===== config.mk =====
export PLATFORM = sky130hd
export DESIGN_NAME = game_ctrl
export DESIGN_NICKNAME = d
export VERILOG_FILES = /design/src/rtl/game_ctrl.sv
export SDC_FILE = /design/constraint.sdc
export NUM_CORES = 1
export LEC_CHECK = 0
export CORE_MARGIN = 2
export CORE_UTILIZATION = 40
export CTS_CLUSTER_DIAMETER = 200
export DETAILED_ROUTE_END_ITERATION = 10
export GPL_TIMING_DRIVEN = 0
export MAX_ROUTING_LAYER = met4
export PLACE_DENSITY_LB_ADDON = 0.3
export SYNTH_ARGS = -nofsm -noshare
export SYNTH_HDL_FRONTEND = slang
export SYNTH_SLANG_ARGS = --single-unit

===== constraint.sdc =====
create_clock -name clk -period 3.6 [get_ports clk]
set_input_delay 0.72 -clock clk [delete_from_list [all_inputs] [get_ports clk]]
set_output_delay 0.72 -clock clk [all_outputs]
set_load 0.05 [all_outputs]

===== src/rtl/game_ctrl.sv =====
// Minesweeper top-level sequencer: game start/load, button gating, win/lose decision, play timer.
// Optional macro GAME_CTRL_TIMEOUT_EN: when defined, reaching TIME_LIMIT seconds in PLAY loses the game.
module game_ctrl #(
  parameter int NUM_MINES     = 10,
  parameter int NUM_MAPS      = 4,
  parameter int LOAD_CYCLES   = 2,
  parameter int SETTLE_CYCLES = 2,
  parameter int TIME_LIMIT    = 999
) (
  input  logic        clk,
  input  logic        rst_n,
  input  logic        btn_start,
  input  logic        btn_up,
  input  logic        btn_down,
  input  logic        btn_left,
  input  logic        btn_right,
  input  logic        btn_sel,
  input  logic        sec_tick,
  input  logic [2:0]  cursor_X,
  input  logic [2:0]  cursor_Y,
  input  logic [63:0] clicked_flat,
  input  logic [5:0]  num_clicked,
  input  logic [63:0] mine_flat,
  output logic        load_new_map,
  output logic        map_btn_up,
  output logic        map_btn_down,
  output logic        map_btn_left,
  output logic        map_btn_right,
  output logic        map_btn_sel,
  output logic [1:0]  map_sel,
  output logic [2:0]  game_state,
  output logic        win,
  output logic        lose,
  output logic [9:0]  secs
);

  localparam logic [2:0] S_IDLE  = 3'd0;
  localparam logic [2:0] S_LOAD  = 3'd1;
  localparam logic [2:0] S_PLAY  = 3'd2;
  localparam logic [2:0] S_CHECK = 3'd3;
  localparam logic [2:0] S_WIN   = 3'd4;
  localparam logic [2:0] S_LOSE  = 3'd5;

  localparam logic [7:0] LOAD_LAST   = 8'(LOAD_CYCLES - 1);
  localparam logic [7:0] SETTLE_LAST = 8'(SETTLE_CYCLES - 1);
  localparam logic [5:0] WIN_COUNT   = 6'(64 - NUM_MINES);
  localparam logic [9:0] SECS_MAX    = 10'(TIME_LIMIT);
  localparam logic [1:0] LAST_MAP    = 2'(NUM_MAPS - 1);

  logic [2:0] state_q, state_d;
  logic [7:0] cnt_q, cnt_d;
  logic       mine_hit_q, mine_hit_d;
  logic       load_q, load_d;
  logic [4:0] btn_q, btn_d;        // {up, down, left, right, sel}
  logic [1:0] map_sel_q, map_sel_d;
  logic [9:0] secs_q, secs_d;
  logic       win_q, win_d;
  logic       lose_q, lose_d;

  logic [5:0] cell_idx_s;
  logic       timeout_s;

  assign cell_idx_s = {cursor_Y, cursor_X};

`ifdef GAME_CTRL_TIMEOUT_EN
  assign timeout_s = (secs_q == SECS_MAX);
`else
  assign timeout_s = 1'b0;
`endif

  // Next-state, gated button pulses, map selection and timer.
  always_comb begin
    state_d    = state_q;
    cnt_d      = cnt_q;
    mine_hit_d = mine_hit_q;
    load_d     = 1'b0;
    btn_d      = 5'b00000;
    map_sel_d  = map_sel_q;
    secs_d     = secs_q;

    if ((state_q == S_PLAY || state_q == S_CHECK) && sec_tick && (secs_q != SECS_MAX)) begin
      secs_d = secs_q + 10'd1;
    end else begin
      secs_d = secs_q;
    end

    // Every path into LOAD raises load_new_map and clears secs in the same edge.
    case (state_q)
      S_IDLE: begin
        if (btn_start) begin
          state_d = S_LOAD;
          cnt_d   = 8'd0;
          load_d  = 1'b1;
          secs_d  = 10'd0;
        end else begin
          state_d = S_IDLE;
        end
      end
      S_LOAD: begin
        if (cnt_q == LOAD_LAST) begin
          state_d = S_PLAY;
          cnt_d   = 8'd0;
        end else begin
          cnt_d  = cnt_q + 8'd1;
          load_d = 1'b1;
        end
      end
      S_PLAY: begin
        if (timeout_s) begin
          state_d = S_LOSE;
        end else if (btn_start) begin
          state_d = S_LOAD;
          cnt_d   = 8'd0;
          load_d  = 1'b1;
          secs_d  = 10'd0;
        end else if (btn_sel) begin
          if (clicked_flat[cell_idx_s]) begin
            state_d = S_PLAY;
          end else begin
            btn_d      = 5'b00001;
            mine_hit_d = mine_flat[cell_idx_s];
            state_d    = S_CHECK;
            cnt_d      = 8'd0;
          end
        end else begin
          btn_d = {btn_up, btn_down, btn_left, btn_right, 1'b0};
        end
      end
      S_CHECK: begin
        if (cnt_q == SETTLE_LAST) begin
          cnt_d = 8'd0;
          if (mine_hit_q) begin
            state_d = S_LOSE;
          end else if (num_clicked == WIN_COUNT) begin
            state_d = S_WIN;
          end else begin
            state_d = S_PLAY;
          end
        end else begin
          cnt_d = cnt_q + 8'd1;
        end
      end
      S_WIN, S_LOSE: begin
        if (btn_start) begin
          map_sel_d = (map_sel_q == LAST_MAP) ? 2'd0 : map_sel_q + 2'd1;
          state_d   = S_LOAD;
          cnt_d     = 8'd0;
          load_d    = 1'b1;
          secs_d    = 10'd0;
        end else begin
          state_d = state_q;
        end
      end
      default: begin
        state_d = S_IDLE;
        cnt_d   = 8'd0;
      end
    endcase

    win_d  = (state_d == S_WIN);
    lose_d = (state_d == S_LOSE);
  end

  // State and output registers.
  always_ff @(posedge clk or negedge rst_n) begin
    if (!rst_n) begin
      state_q    <= S_IDLE;
      cnt_q      <= 8'd0;
      mine_hit_q <= 1'b0;
      load_q     <= 1'b0;
      btn_q      <= 5'b00000;
      map_sel_q  <= 2'd0;
      secs_q     <= 10'd0;
      win_q      <= 1'b0;
      lose_q     <= 1'b0;
    end else begin
      state_q    <= state_d;
      cnt_q      <= cnt_d;
      mine_hit_q <= mine_hit_d;
      load_q     <= load_d;
      btn_q      <= btn_d;
      map_sel_q  <= map_sel_d;
      secs_q     <= secs_d;
      win_q      <= win_d;
      lose_q     <= lose_d;
    end
  end

  assign load_new_map  = load_q;
  assign map_btn_up    = btn_q[4];
  assign map_btn_down  = btn_q[3];
  assign map_btn_left  = btn_q[2];
  assign map_btn_right = btn_q[1];
  assign map_btn_sel   = btn_q[0];
  assign map_sel       = map_sel_q;
  assign game_state    = state_q;
  assign win           = win_q;
  assign lose          = lose_q;
  assign secs          = secs_q;

endmodule


==> impl_results.md, run 1 <==
* Pre-antenna DRT Iters at 4
* MaxCap Viol Count at 0
* Full die area at 7720 sq um
* DIE WIDTH at 87.9 um
* Non-filler instance count after layout at 525
* Ys flop type: dfrtp_1
* Top-area cell type share of the netlist area at 28.5%
* Hold Path Class: input pin to asynchronous set/reset pin
* Share of cells above drive strength 1 at 10.7%
* Clock Tree Root: clkbuf_8
* RSZ-0062 raised after global routing: false
* CP arrival at approximately 3200 ps
* R2R setup slack at 1510 ps
* Biggest area consumer among synthesized cells: dfrtp_1
* Largest net degree at the start of global routing at 33
* # IOs at 172
* Pwr Density at 397 nW/um^2
* Synth Warn # at 0
* Cts hold-fix bufs at 0
* Crit share post-route at a little under nine tenths
* Iter 0 DRT Violations at 127
* Ant diodes at 0
* First-pass GRT wire length at 13.4 mm
* Port bufs at 170
* Synth Instances at about 250
* Sequential share of the synthesized area at 28.5%
* Crit-path max FO at 10
* Clock transition at the registers of the reported paths at 70 ps
* Final setup skew at between 3 and 4 ps
* Initial antenna violation count at 0
* DRT Wirelength at 8.47 mm
* Ranking of synthesized cells by area: dfrtp_1 28%, mux4_2 18%, mux4_1 11%
* # DRC at 0
* Most frequent cell after synthesis: dfrtp_1
* Vias at 2835
* Worst skew pair latency at 290 ps
* Peak supply drop at 0.000208 V
* Flops & latches, synth at 32
* Vias in the first global route at 2881
* H-Tree Depth at 2
* Post-CTS setup buffers at 0
* Max Freq at 0.326 GHz
* Num CTS Buffers at 5
* Post_cts resized at 0
* Worst reg2reg path depth at 7
* Post-synth cell types at 58
* Crit Path Class: input pin to flop
* Post-Syn Area per Cell at 11.2 sq um
* Tot GR Track Use at 23.0%
* Final setup TNS at 0 ps
* Core footprint at 6790 sq um
* DRT antenna net count at 0
* DR WL/cell at 16.1 um
* Setup crit start: cursor_X[0]
* Row count at 30
* Worst setup SP type: input pin
* Layout fillers at 530
* Slew margin rel. at 53.5%
* CTS tree: built
* EDFF count, synth at 0
* Most frequent cells after synthesis: 32 x dfrtp_1, 28 x nor2_1, 22 x mux4_2
* Post-layout nets at 581
* Hold Fails Final Rpt at 0
* Leakage Power at 1.92 nW
* Post-route minimum period at 3070 ps
* Overall die height at 87.9 um
* Final Wtd Congestion at 0.866
* # placed instances at 517
* Synth Cell Area at 2810 sq um
* CTS max path bufs at 2
* Initial Util at 41.4%
* Ys async rst share at 100%
* Vias/cell at 5.40
* Setup crit end kind: flop
* Design Power at around 1.9 mW
* Reg-to-reg startpoint: secs[0]
* Worst R2R End: secs[9]
* Worst setup endpoint: mine_hit_q
* Post-DP HPWL at 7.13 mm
* Net Count, Synth at between 400 and 500
* CP required at 3780 ps
* Status: complete, no violations
* Core Util, Final at 70.0%
* Final Setup Violations at 0
* Worst Tran Pin Value at 692 ps
* Clk sink count at 32
* Grt ovf at 0
* Max Slew Vio Count at 0
* P&R area growth vs syn at 69.1%
## routing by layer
metal	track usage [%]	share of wire [%]	vias to the layer above
li1	-	-	1341
met4	9.23	3.1	0
met2	40.4	55	128
met5	-	0	-
met1	26.1	36	1345
met3	3.58	5.6	21
## per-stage QoR
step           instance area [sq um]  worst slack, ps  hold WS [ps]
2_1_floorplan                   2810              877           424
6_report                        4760              532           476
5_1_grt                         4760              477           534
3_5_place_dp                    4630              226           535
4_1_cts                         4760              522           501
3_3_place_gp                    4640              245           516
## area by class of cell
cell class                 count  area (sq um)  area share (%)
buffer                        14          88.8            1.87
multi-input combinational    201          1910            40.1
clock buffer                   7          96.3            2.03
clock inverter                 1          30.0           0.631
timing repair buffer         170          1700            35.7
inverter                       4          15.0           0.316
tap                           96           120            2.52
sequential                    32           801            16.8
## placed cells by master (no fill, tap or decap), types with 6 or more instances in the layout
cell type / instances
a31oi_1: 7
and2_1: 7
clkbuf_1: 8
clkbuf_8: 7
clkdlybuf4s50_1: 169
dfrtp_1: 32
mux2i_1: 11
mux4_1: 12
mux4_2: 22
nand2_1: 18
nand2b_1: 6
nand3_1: 9
nor2_1: 28
o21ai_0: 10
## state kept, by name, indices dropped and copies added (netlist names)
| register | count |
|---|---|
| btn_q | 5 |
| cnt_q | 8 |
| game_state | 3 |
| load_new_map | 1 |
| lose | 1 |
| map_sel | 2 |
| mine_hit_q | 1 |
| secs | 10 |
| win | 1 |
## critical path: stages
cell             delay [ps]
clkdlybuf4s50_1         550
buf_6                   200
buf_12                  160
mux4_1                  560
mux4_2                  510
a211oi_2                220
a21oi_1                  60
mux2_4                  250
## how the worst min path moves through the flow
stage / from / endpoint / slack, ps
after floorplan: rst_n / btn_q[0] / 420
after CTS: rst_n / btn_q[3] / 500
final: rst_n / btn_q[2] / 480
after global placement: map_sel[0] / map_sel[0] / 520
after global routing: rst_n / btn_q[1] / 530
after detailed placement: map_sel[1] / map_sel[1] / 530
## where the power goes
part / internal (mW) / switching [mW] / total [mW]
logic: 0.467 / 0.504 / 0.971
clock network: 0.244 / 0.135 / 0.379
registers: 0.437 / 0.0999 / 0.537
## cell families after synthesis
| logic type | after synthesis | synth area share, % |
|---|---|---|
| flops | 32 | 28.5 |
| compound gates | 43 | 11.0 |
| mux | 49 | 34.5 |
| fa+ha+maj | 4 | 1.78 |
| simple gates | 97 | 18.1 |
| xor+xnor | 8 | 2.49 |
| buf+inv | 18 | 3.69 |
Power figures use the tool's default switching activity.
==> inputs of run 2 (changes only) <==
CELL_PAD_IN_SITES_DETAIL_PLACEMENT = 1   (was default)
CELL_PAD_IN_SITES_GLOBAL_PLACEMENT = 1   (was default)
CORE_UTILIZATION = 30   (was 40)
==> run 2 against run 1 <==
  * Fmax fell by 2.1%
  * Cell area did not move
  * Worst setup slack got worse by 67 ps
  * Die area rose by 32%
  * Final cell count rose by 2.9%
  * Highest routed layer unchanged
  * Non-clock buffer count did not move
  * Sequential cell count did not move
  * Sequential share of layout area did not move
  * Utilization fell by 18 points
  * Critical path depth did not move
  * Register-to-register slack got worse by 60 ps
==> impl_results.md, run 2 (synthesis results as in run 1) <==
* Vias/cell at around 5.3
* Overall die height at roughly 100 um
* Pre-antenna DRT Iters at 4
* Commonest non-fill, non-tap cell in the layout: clkdlybuf4s50_1
* Clk sink count at 32
* Iter 0 DRT Violations at 92
* Worst Tran Pin Value at 706 ps
* Initial Util at 30.7%
* DRT antenna net count at 0
* Number of flip-flops in the largest register at 10
* Psw at 0.766 mW
* MaxCap Viol Count at 0
* Setup crit end kind: flop
* Post-CTS setup buffers at 0
* Slew margin rel. at 52.5%
* GRT busiest layer: met2
* Post-DP HPWL at 8.55 mm
* Port bufs at 170
* P&R area growth vs syn at 69.1%
* Status: complete, no violations
* Post-route minimum period at roughly 3100 ps
* Max Slew Vio Count at 0
* Sw frac at slightly above 40%
* Worst setup SP type: input pin
* Max Freq at 0.319 GHz
* CP arrival at 3310 ps
* Core footprint at 9150 sq um
* Worst skew pair latency at 290 ps
* Final Wtd Congestion at roughly 0.83
* Met2 Track Usage GR at 39.3%
* Final setup skew at 10.1 ps
* Post_cts resized at 0
* CTS max path bufs at 2
* Worst reg2reg path depth at 7
* Clock transition at the registers of the reported paths at 70 ps
* RSZ-0062 raised after global routing: false
* Crit Path Class: input pin to flop
* Ant diodes at 0
* First-pass GRT wire length at 15.9 mm
* DRT Wirelength at about 10 mm
* Layout fillers at 1017
* # IOs at 172
* Crit-path max FO at 10
* Comb power frac at between 50% and 60%
* CP required at 3770 ps
* Seq pwr share at between 20 and 30%
* Share of cells above drive strength 1 at 10.5%
* Initial antenna violation count at 0
* Most frequent cells in the layout: 169 x clkdlybuf4s50_1, 32 x dfrtp_1, 28 x nor2_1
* Largest net degree at the start of global routing at 33
* Pint at 1.11 mW
* H-Tree Depth at 2
* Grt ovf at 0
* Final Setup Violations at 0
* Fin Hold WS at between 400 and 500 ps
* Full die area at 10200 sq um
* Hold Path Class: input pin to asynchronous set/reset pin
* Tot GR Track Use at 20.7%
* DR WL/cell at around 19 um
* Vias at 2873
* Clock Tree Root: clkbuf_8
* Crit share post-route at 87.1%
* Cts hold-fix bufs at 0
* Hold Fails Final Rpt at 0
* Num CTS Buffers at 5
* Vias in the first global route at 3273
* Leakage Power at ~1.9 nW
* Pwr Density at 394 nW/um^2
* Peak supply drop at 0.000186 V
* GRT met1 Usage at a little over a fifth
* DIE WIDTH at 101 um
* Final setup TNS at 0 ps
* M3 GR Usage at 3.74%
* Row count at 35
* Post-layout nets at 581
* # DRC at 0
* Clock share of power at 18.5%
* CTS tree: built
* Core Util, Final at ~52%
## run 2: cell count changes in the layout (fill, tap and decap cells not counted)
cell | previous run | this run
clkbuf_1 | 8 | 9
clkbuf_8 | 7 | 5
clkinv_2 | 0 | 1
## run 2: per-stage QoR
| step | power, mW | area [sq um] | setup WS [ps] | instances |
|---|---|---|---|---|
| final | 1.88 | 4760 | 466 | 540 |
| after global routing | 2.00 | 4760 | 377 | 540 |
| after CTS | 1.89 | 4760 | 437 | 540 |
| after detailed placement | 1.54 | 4650 | 146 | 532 |
| after global placement | 1.50 | 4650 | 185 | 532 |
| after floorplan | 1.13 | 2810 | 877 | 251 |
## run 2: final cells by class
| type | instances | area (sq um) | share of cell area [%] |
|---|---|---|---|
| multi-input combinational | 201 | 1910 | 40.1 |
| timing repair buffer | 170 | 1700 | 35.7 |
| sequential | 32 | 801 | 16.8 |
| tap | 111 | 139 | 2.92 |
| buffer | 14 | 88.8 | 1.87 |
| clock buffer | 6 | 72.6 | 1.53 |
| clock inverter | 2 | 35.0 | 0.736 |
| inverter | 4 | 15.0 | 0.316 |
## run 2: path summary, 6_finish.rpt
kind,slack (ps),from,end
hold / removal,470,rst_n,secs[5]
setup / recovery,470,cursor_X[0],mine_hit_q
min in group clk,550,map_sel[0],map_sel[0]
max in group asynchronous,2660,rst_n,cnt_q[7]
setup reg to reg,1450,cnt_q[5],cnt_q[2]
hold reg to reg,550,map_sel[0],map_sel[0]
## run 2: critical path, stage by stage
cell             delay, ps
clkdlybuf4s50_1        580
buf_6                  220
buf_12                 160
mux4_1                 570
mux4_2                 490
a211oi_2               230
a21oi_1                 70
mux2_4                 260
## run 2: per-layer routing
metal | vias to the layer above | share of wire (%)
li1 | 1339 | -
met1 | 1412 | 38
met2 | 111 | 56
met3 | 11 | 5.4
met4 | 0 | 1.3
met5 | - | 0
## run 2: power groups by stage
stage          Combinational [mW]  Clock, mW  Sequential (mW)
2_1_floorplan               0.450          0            0.680
3_3_place_gp                0.965          0            0.538
3_5_place_dp                0.993          0            0.542
4_1_cts                      1.00      0.354            0.537
5_1_grt                      1.08      0.369            0.552
6_report                    0.991      0.348            0.537
